<file path="src/rtl/fifo_ctrl_v2.sv">
// fifo_ctrl_v2: parametrised synchronous valid/ready FIFO used as an elastic buffer
// between pipeline stages. It adds an optional bypass, a synchronous flush, an occupancy
// count, almost-full/almost-empty flags and a high-water mark.
//
// Ports:
//   i_clk, i_rst      clock; synchronous active-high reset
//   i_flush           synchronous flush, discards all stored entries
//   i_push_data       upstream data, with i_valid / o_ready handshake
//   o_pop_data        head element or bypassed input, with o_valid / i_ready handshake
//   o_count           entries stored, 0..D
//   o_almost_full     o_count >= AFULL_THRESH
//   o_almost_empty    o_count <= AEMPTY_THRESH
//   o_max_count       highest count reached since the last reset or flush
//
// o_valid never depends on i_ready. When BYPASS_EN=1 and the FIFO is full, o_ready
// follows i_ready so that a push and a pop can happen in the same cycle.
module fifo_ctrl_v2 #(
  parameter int unsigned QUEUE_PTR_BANDWIDTH = 3,
  parameter int unsigned ELE_BANDWIDTH       = 8,
  parameter int unsigned BYPASS_EN           = 1,
  parameter int unsigned AFULL_THRESH        = (2 ** QUEUE_PTR_BANDWIDTH) - 1,
  parameter int unsigned AEMPTY_THRESH       = 1
) (
  input  logic                           i_clk,
  input  logic                           i_rst,
  input  logic                           i_flush,
  input  logic [ELE_BANDWIDTH-1:0]       i_push_data,
  input  logic                           i_valid,
  output logic                           o_ready,
  input  logic                           i_ready,
  output logic                           o_valid,
  output logic [ELE_BANDWIDTH-1:0]       o_pop_data,
  output logic [QUEUE_PTR_BANDWIDTH:0]   o_count,
  output logic                           o_almost_full,
  output logic                           o_almost_empty,
  output logic [QUEUE_PTR_BANDWIDTH:0]   o_max_count
);

  localparam int unsigned P     = QUEUE_PTR_BANDWIDTH;
  localparam int unsigned Depth = 2 ** QUEUE_PTR_BANDWIDTH;

  typedef logic [P:0] ptr_t;

  localparam ptr_t DepthCnt  = ptr_t'(Depth);
  localparam ptr_t AfullTh   = ptr_t'(AFULL_THRESH);
  localparam ptr_t AemptyTh  = ptr_t'(AEMPTY_THRESH);
  localparam bit   Bypass    = (BYPASS_EN != 0);

  logic [ELE_BANDWIDTH-1:0] mem_q [Depth];

  ptr_t head_q, head_d;
  ptr_t tail_q, tail_d;
  ptr_t max_q, max_d;
  ptr_t count, count_d;

  logic empty, full, active;
  logic push, pop, thru, wr_en;

  // Occupancy from the registered pointers. The extra pointer bit tells full from empty.
  always_comb begin
    count  = tail_q - head_q;
    empty  = (count == '0);
    full   = (count == DepthCnt);
    active = ~i_rst & ~i_flush;
  end

  // Handshake outputs. In reset or flush both sides are blocked, so no transfer occurs.
  always_comb begin
    o_valid    = 1'b0;
    o_ready    = 1'b0;
    o_pop_data = mem_q[head_q[P-1:0]];
    if (Bypass && empty) begin
      o_pop_data = i_push_data;
    end
    if (active) begin
      if (Bypass && empty) begin
        o_valid = i_valid;
        o_ready = 1'b1;
      end else begin
        o_valid = ~empty;
        // When full, a pop this cycle frees the slot that the push will fill.
        o_ready = (Bypass && full) ? i_ready : ~full;
      end
    end
  end

  // Pointer next-state
  always_comb begin
    push   = i_valid & o_ready;
    pop    = o_valid & i_ready;
    // A pass-through while empty leaves the storage untouched.
    thru   = Bypass && empty && push && pop;
    wr_en  = push & ~thru;
    head_d = head_q;
    tail_d = tail_q;
    if (pop && !thru) begin
      head_d = head_q + ptr_t'(1);
    end
    if (wr_en) begin
      tail_d = tail_q + ptr_t'(1);
    end
    count_d = tail_d - head_d;
    max_d   = (count_d > max_q) ? count_d : max_q;
  end

  // Status outputs. The count reads as zero while reset is held.
  always_comb begin
    o_count        = i_rst ? '0 : count;
    o_almost_full  = (o_count >= AfullTh);
    o_almost_empty = (o_count <= AemptyTh);
    o_max_count    = max_q;
  end

  always_ff @(posedge i_clk) begin
    if (i_rst || i_flush) begin
      head_q <= '0;
      tail_q <= '0;
      max_q  <= '0;
    end else begin
      head_q <= head_d;
      tail_q <= tail_d;
      max_q  <= max_d;
    end
  end

  // Storage is not reset; only the pointers decide which entries are live.
  always_ff @(posedge i_clk) begin
    if (wr_en) begin
      mem_q[tail_q[P-1:0]] <= i_push_data;
    end
  end

endmodule

</file>
<file path="config.mk">
export PLATFORM = sky130hd
export DESIGN_NAME = fifo_ctrl_v2
export DESIGN_NICKNAME = d
export VERILOG_FILES = /design/src/rtl/fifo_ctrl_v2.sv
export SDC_FILE = /design/constraint.sdc
export NUM_CORES = 1
export LEC_CHECK = 0
export ABC_AREA = 1
export BUFFER_PORTS_ARGS = -buffer_cell sky130_fd_sc_hd__buf_2
export CORE_MARGIN = 2
export CORE_UTILIZATION = 53
export DETAILED_ROUTE_END_ITERATION = 10
export PLACE_DENSITY = 0.73
export SLEW_MARGIN = 0
export SYNTH_ARGS = -nofsm -noshare
export SYNTH_HDL_FRONTEND = slang
export SYNTH_SLANG_ARGS = --single-unit
</file>
<file path="constraint.sdc">
create_clock -name i_clk -period 3.6 [get_ports i_clk]
set_input_delay 1.08 -clock i_clk [delete_from_list [all_inputs] [get_ports i_clk]]
set_output_delay 1.08 -clock i_clk [all_outputs]
set_load 0.02 [all_outputs]
</file>
==> results of run 1 <==
per-layer routing:
metal | up-vias | track usage, %
met2 | 112 | 40.4
met3 | 17 | 5.21
met4 | 0 | 10.9
li1 | 1443 | -
met1 | 1349 | 28.7
met5 | - | 0
worst reg2reg max path, cell delays in order, from the launching register on:
cell and delay [ns]:
sky130_fd_sc_hd__dfxtp_2 0.34, sky130_fd_sc_hd__inv_2 0.05, sky130_fd_sc_hd__ha_4 0.16, sky130_fd_sc_hd__fa_2 0.55, sky130_fd_sc_hd__nand2_1 0.06, sky130_fd_sc_hd__nand3b_4 0.17
sky130_fd_sc_hd__nor2_4 0.12, sky130_fd_sc_hd__nand4_1 0.18, sky130_fd_sc_hd__nand2_4 0.16, sky130_fd_sc_hd__inv_2 0.06, sky130_fd_sc_hd__nand2_4 0.07, sky130_fd_sc_hd__nand2_4 0.06
sky130_fd_sc_hd__ha_4 0.16, sky130_fd_sc_hd__fa_2 0.53, sky130_fd_sc_hd__inv_2 0.06, sky130_fd_sc_hd__ha_4 0.26, sky130_fd_sc_hd__inv_1 0.04, sky130_fd_sc_hd__nor2_2 0.10
sky130_fd_sc_hd__o21ai_2 0.08, sky130_fd_sc_hd__nand2_2 0.08, sky130_fd_sc_hd__nand2_4 0.08, sky130_fd_sc_hd__inv_4 0.09, sky130_fd_sc_hd__nand3_2 0.07, sky130_fd_sc_hd__nand2_1 0.06
sky130_fd_sc_hd__inv_1 0.04
area by class of cell:
cell class	instances	area, um^2	share of cell area (%)
Sequential cell	76	2160	46.2
Multi-Input combinational cell	249	1520	32.5
Timing Repair Buffer	80	556	11.8
Inverter	35	139	2.96
Clock buffer	10	128	2.72
Tap cell	80	100	2.13
Clock inverter	6	71.3	1.52
Timing Repair inverter	1	7.51	0.160
cells in the mapped netlist (all sizes together):
master  number  share of area (%)
a21oi        8                1.1
a31o         1               0.24
a31oi        9                1.5
buf          1               0.14
clkbuf      11                1.1
clkinv       2               0.21
dfxtp       12                6.6
edfxtp      64                 53
fa           2                1.1
ha          11                3.8
inv         33                3.4
nand2       69                7.5
nand3       14                2.2
nand3b       1               0.55
nand4        3               0.52
nor2        67                7.4
nor3         4               0.55
o21ai       39                5.4
o22ai       16                2.7
or2          1               0.17
xnor2        1               0.24
xor2         3               0.72
final timing paths:
path,start,to,slack [ns]
min,o_max_count[0],o_max_count[0],0.52
min reg2reg,o_max_count[0],o_max_count[0],0.52
max,tail_q[0],o_max_count[2],-0.11
max reg2reg,tail_q[0],o_max_count[2],-0.11
timing repair:
| item | CTS | global route |
|---|---|---|
| endpoints found under the setup margin | 12 | 12 |
| buffers inserted | 5 | 4 |
| gates resized for setup | 17 | 46 |
| cloned | 1 | 0 |
| pin swaps | 9 | 20 |
| endpoints found under the hold margin | 0 | 0 |
cell families after synthesis:
kind of cell,after synthesis,synth area share (%)
DFF,76,59.4
AOI/OAI and AO/OA,73,11.0
xor gates and xnor gates,4,0.962
buffers and inverters,47,4.88
adders and majority gates,13,4.88
and+or+nand+nor,159,18.9
report_power, final:
group	switching (mW)	total (mW)	internal, mW
clock	0.323	0.650	0.326
combinational	0.305	0.519	0.214
sequential	0.0106	0.981	0.970
total	0.639	2.15	1.51
metrics by stage:
step | setup TNS [ns] | worst slack (ns) | instances | util (%)
after detailed placement | -0.536 | -0.164 | 513 | 62.3
after floorplan | 0 | 0.0163 | 372 | -
after global routing | -2.64 | -0.318 | 537 | 69.8
after global placement | -0.211 | -0.0705 | 513 | 62.3
final | -0.886 | -0.113 | 537 | 69.8
after CTS | -0.0600 | -0.0282 | 535 | 66.9
registers in the layout, summed over array words and instances (netlist names), named ones only:
register     count
mem_q           64
o_max_count      4
head_q           4
tail_q           3
==> reports/summary.md, run 1 <==
The flow ran to the end, but the final reports show violations. The checks that failed: setup timing. The via count of the first global-routing pass came out at 2,795.

Global routing used 23.7% of the available tracks across all layers. Across the routed clock network, the largest skew measured is 0.0106 ns. TritonCTS built the clock tree.

The run gives 493 as the fill cell total of the finished layout. The CTS buffer count came out at 9. Detailed routing placed a total of 620 um of wire on met3. The remaining max-slew budget at the tightest pin came out at 62.5%. From bottom edge to top edge, the die measures 86.9 um.

For this design the ratio of total power to cell area is 458 nW/um^2. The yosys synthesis warning count was 0. Along the worst path, the maximum fanout reaches 5.

The count of TritonRoute iterations in the first routing pass is 4, and the number of H-tree branching levels is 3. The slowest stage of the critical path belongs to the cell sky130_fd_sc_hd__fa_2. The total power of the final layout is 2.15 mW. Startpoint-to-endpoint class of the critical path: flop to flop.

The logs give 0 for the number of max-capacitance violations reported and 13,300 um for the global-route wire length before repair. The die covers 7550 um^2. Summing all non-filler instances in the final layout gives an area of 4690 um^2.

In the layout the commonest cells are sky130_fd_sc_hd__edfxtp_1, sky130_fd_sc_hd__nor2_1, sky130_fd_sc_hd__nand2_1. Counting every net in the synthesized netlist gives 398. The synthesized design contains 76 register bits. The run gives 0 as the DRC violations left. Worst supply voltage drop on vdd: 0.000335 V. The first routing iteration left 293 violations. Detailed routing inserted a total of 2,921 vias. The run gives 0 as the hold violation total from the final report. Input and output buffers added on the ports amount to 32. For this design, the sink count on the clock tree is 76. Final routed wire length divided by cell count: 15.9 um. For the initial antenna violation count, the log shows 0.

The clock root buffer master was sky130_fd_sc_hd__clkbuf_8. Largest delay contributor family on the critical path: adder cells. The clock passes through at most 2 buffers. Setup repair after global routing could not meet its margin everywhere. The worst setup path is launched from a flop.

The clock latency on the worst-skew pair was 0.35 ns. Hold timing on the final database bottoms out at a slack of 0.524 ns. For this run the aggregate overflow at the end of global routing stands at 0.

The total routed wire length on the met1 layer is 3320 um. The run gives 6720 um^2 as the standard cell core area. For the number of library cell types mapped by synthesis, the log shows 28. The leakage power total was 1.90 nW. The worst hold path passes through 2 cells.

For the area of the mapped netlist, the log shows 3640 um^2. The type of the tightest min-delay check is flop to flop. The number of stages on the worst setup path was 24.

The largest incremental delay on the critical path works out to 0.55 ns. The horizontal die dimension came out at 86.9 um. The upper clock frequency limit was 269 MHz; the max-slew violation total from the final report was 0. During I/O placement, the number of pins put on the boundary was 33.

The average cell area after synthesis came out at 9.79 um^2. The critical path contains buffers and inverters numbering 6 combined. The HPWL after detailed placement is 5330 um. Data on the critical path is required at its endpoint by 3.85 ns. Measured in cells, the most critical reg-to-reg path has a length of 24. Most common cell after layout, fill and taps aside: sky130_fd_sc_hd__edfxtp_1.

From synthesis to final layout, the design area changed by 28.8%. The tools report the setup slack after layout as -0.113 ns. Signal routing reaches up to met4.

The number of nets with antenna violations after routing came out at 0. The slew of the pin with the lowest slew margin is 0.560 ns, and the initial core utilization is 54.2%. The maximum number of pins on one net before global-route repair is 37, and the antenna diode instance count is 0. Detailed routing placed a total of 4430 um of wire on met2.

Final critical path time including I/O delays and setup: 3.71 ns. By instance count, the cell type seen most on the critical path is sky130_fd_sc_hd__nand2_4. After detailed placement, the total cell area comes to 4180 um^2. Routability-driven placement finished with a final weighted congestion of 0.858. In the final layout, the share of cells above drive strength 1 is 34.1%. The number of setup violations in the final report was 11. Synthesis produced a netlist whose cell count is 372. The final layout contains 478 nets. Walking the worst path, the cells encountered are inv_2 -> ha_4 -> fa_2 -> nand2_1 -> nand3b_4 -> nor2_4 -> nand4_1 -> nand2_4 -> inv_2 -> nand2_4 -> nand2_4 -> ha_4 -> fa_2 -> inv_2 -> ha_4 -> inv_1 -> nor2_2 -> o21ai_2 -> nand2_2 -> nand2_4 -> inv_4 -> nand3_2 -> nand2_1 -> inv_1.

The tools report the category of the worst setup path capture point as a flop. The final critical path takes up 103% of the cycle. In this run, post-CTS hold repair placed 0 buffers.

After detailed routing, the total wire length is 8560 um. The logs give 30 for the floorplan row count and 3.96 ns for the worst path arrival time. The share of the Yosys chip area taken by registers is 59.4%. The post-CTS clock slew at the launch and capture registers of the worst setup and hold paths is 0.08 ns, and the detailed-route vias per instance is 5.44.
Power figures use the tool's default switching activity.
==> run 2: changes to the inputs <==
--- a/config.mk
+++ b/config.mk
@@ -10,6 +10,7 @@
 export CORE_MARGIN = 2
 export CORE_UTILIZATION = 53
 export DETAILED_ROUTE_END_ITERATION = 10
+export MAX_ROUTING_LAYER = met4
 export PLACE_DENSITY = 0.73
 export SLEW_MARGIN = 0
 export SYNTH_ARGS = -nofsm -noshare
==> run 2 against run 1 <==
Net effect: the run still ends with setup timing left; wire length barely moved; total power barely moved; fmax rose by 0.16%; die area did not move; clock skew barely moved; worst setup slack improved by 0.0059 ns; critical endpoint is now o_pop_data[3]; largest power group unchanged.
==> reports/summary.md, run 2 (synthesized netlist as in run 1, its figures left out) <==
The number of flip-flops under the largest register name was 64 (unchanged). The count of TritonRoute iterations in the first routing pass came out at 4 (unchanged). The quantity of I/O buffers inserted on ports was 32 (unchanged); the horizontal die dimension was 86.9 um (unchanged). The run gives 1520 um^2 (unchanged) as the footprint of the multi-input gates. The worst setup path is launched from a flop.

The run gives 0 (unchanged) as the number of nets with antenna violations after routing. The final routed wire length divided by cell count is 15.9 um (about the same). The worst setup path is captured at a primary output. The count of vias placed by the detailed router was 2,911 (-0.34%); the initial core utilization was 54.2% (unchanged). The quantity of hold-fixing buffers added after cts is 0 (unchanged), and the hold violation total from the final report is 0 (unchanged).

The fraction of final layout cells sized beyond drive strength 1 was 34.1% (unchanged); the post-CTS clock slew at the launch and capture registers of the worst setup and hold paths was 0.08 ns (about the same). The power per cell area was 459 nW/um^2 (about the same); the clock latency on the worst-skew pair was 0.35 ns (about the same). Leaving out fill and tap cells, the most frequent cell in the layout is sky130_fd_sc_hd__edfxtp_1. Setup clock skew after layout: 0.0108 ns (+0.000215 ns).

The all-layer global routing usage was 24.4% (+0.71 points); the CTS buffer count was 9 (unchanged). Peak fanout along the critical path: 8 (+3). The logs give 478 (unchanged) for the net count reported at finish and 0.872 (+1.6%) for the weighted congestion reported at the end of routability-driven placement. The run gives 62.4% (-0.11 points) as the remaining max-slew budget at the tightest pin. The worst supply voltage drop on vdd is 0.000335 V (about the same). The floorplan row count came out at 30 (unchanged). Setup repair after global routing could not meet its margin everywhere. For the DRC violations left, the log shows 0 (unchanged).

The layout overhead on the synthesized area works out to 28.8% (unchanged). For the worst hold margin, the log shows 0.524 ns (-0.0000700 ns). The routed wire length is 8550 um (about the same), and the initial antenna violation count is 0 (unchanged). For the antenna diode instance count, the log shows 0 (unchanged). The logs give 493 (unchanged) for the fill cell total of the finished layout and 3 (unchanged) for the number of H-tree branching levels. The data required time at the worst endpoint came out at 2.52 ns (-1.33 ns). The logs give 76 (unchanged) for the number of sinks driven by the clock tree and 2.63 ns (-1.33 ns) for the worst path arrival time. The max-slew violation total from the final report is 0 (unchanged), and the via count of the first global-routing pass is 2,798 (+0.11%). For the leakage power total, the log shows 1.90 nW (unchanged). The storage element area was 2160 um^2 (unchanged). The type of the tightest min-delay check is flop to flop.

The run gives 13,300 um (unchanged) as the global-route wire length before repair. For the cell area after layout, the log shows 4690 um^2 (unchanged). The final reports fail on setup timing. The tools report the clock root buffer master as sky130_fd_sc_hd__clkbuf_8. The die height is 86.9 um (unchanged). For the die footprint, the log shows 7550 um^2 (unchanged). The final critical path time including I/O delays and setup is 3.71 ns (-0.00588 ns), and the number of max-capacitance violations reported is 0 (unchanged). The number of setup violations in the final report was 11 (unchanged); the number of violations reported at the end of detailed-routing iteration 0 was 334 (+14%).

In the layout the commonest cells are sky130_fd_sc_hd__edfxtp_1, sky130_fd_sc_hd__nor2_1, sky130_fd_sc_hd__nand2_1. For the upper clock frequency limit, the log shows 270 MHz (+0.16%). The slew of the pin with the lowest slew margin works out to 0.562 ns (+0.00162 ns). The run finished, with violations left. The setup path with the least slack is of type flop to primary output. Share of the cycle needed by the critical path after routing: 103% (-0.16 points). For the maximum number of pins on one net before global-route repair, the log shows 37 (unchanged).

The maximum number of buffers from clock root to sink was 2 (unchanged). The run gives 33 (unchanged) as the number of I/O pins. Half-perimeter wire length after detailed placement: 5330 um (unchanged). The aggregate global routing overflow is 0 (unchanged), and the pre-CTS setup slack is -0.164 ns (unchanged).

The detailed-route vias per instance came out at 5.42 (-0.34%). TritonCTS built the clock tree. The standard cell core area was 6720 um^2 (unchanged). The logs give 4180 um^2 (unchanged) for the standard cell area after detailed placement and -0.107 ns (+0.00588 ns) for the setup slack after layout.
[run 2: path summary, 6_finish.rpt]
check                 start  slack, ns  cells after the start        endpoint
max               tail_q[0]      -0.11                     11   o_pop_data[3]
max reg2reg       tail_q[0]      -0.11                     24  o_max_count[2]
min          o_max_count[0]       0.52                      2  o_max_count[0]
min reg2reg  o_max_count[0]       0.52                      2  o_max_count[0]
[run 2: power breakdown]
group | internal (mW) | total (mW) | switching [mW]
combinational | 0.214 | 0.520 | 0.305
clock | 0.326 | 0.651 | 0.324
sequential | 0.970 | 0.981 | 0.0107
total | 1.51 | 2.15 | 0.640
[run 2: repair_timing]
item | 4_1_cts | 5_1_grt
pin swaps | 9 | 20
buffers inserted | 5 | 4
cloned | 1 | 0
resized for setup | 17 | 46
setup endpoints to repair | 12 | 12
[run 2: area by class of cell]
cell class | count | share of cell area [%]
inverters | 35 | 2.96
repair buffers | 80 | 11.8
well taps | 80 | 2.13
multi-input cells | 249 | 32.5
repair inverters | 1 | 0.160
clock buffers | 10 | 2.72
clock inverters | 6 | 1.52
flip-flops and latches | 76 | 46.2
[run 2: worst max-delay path: stages (launching register included)]
cell,delay (ns)
sky130_fd_sc_hd__dfxtp_2,0.34
sky130_fd_sc_hd__inv_2,0.05
sky130_fd_sc_hd__ha_4,0.16
sky130_fd_sc_hd__fa_2,0.55
sky130_fd_sc_hd__nand2_1,0.06
sky130_fd_sc_hd__nand3b_4,0.17
sky130_fd_sc_hd__nor2_4,0.12
sky130_fd_sc_hd__buf_4,0.15
sky130_fd_sc_hd__clkinvlp_4,0.19
sky130_fd_sc_hd__buf_6,0.19
sky130_fd_sc_hd__a31oi_1,0.13
sky130_fd_sc_hd__buf_4,0.16
[run 2: routing by layer]
layer  track usage [%]  part of all wire (%)  vias to the layer above
met1              28.5                    39                     1351
met5                 -                     0                        -
met2              40.5                    53                      103
li1                  -                     -                     1447
met4              10.5                   1.4                        0
met3              5.50                   6.9                       10
[run 2: through the flow]
step / power, mW / util (%) / setup TNS, ns / std cells
6_report: 2.15 / 69.8 / -0.903 / 537
5_1_grt: 2.25 / 69.8 / -2.77 / 537
4_1_cts: 2.04 / 66.9 / -0.0600 / 535
3_5_place_dp: 1.38 / 62.3 / -0.536 / 513
3_3_place_gp: 1.37 / 62.3 / -0.211 / 513
2_1_floorplan: 1.24 / - / 0 / 372
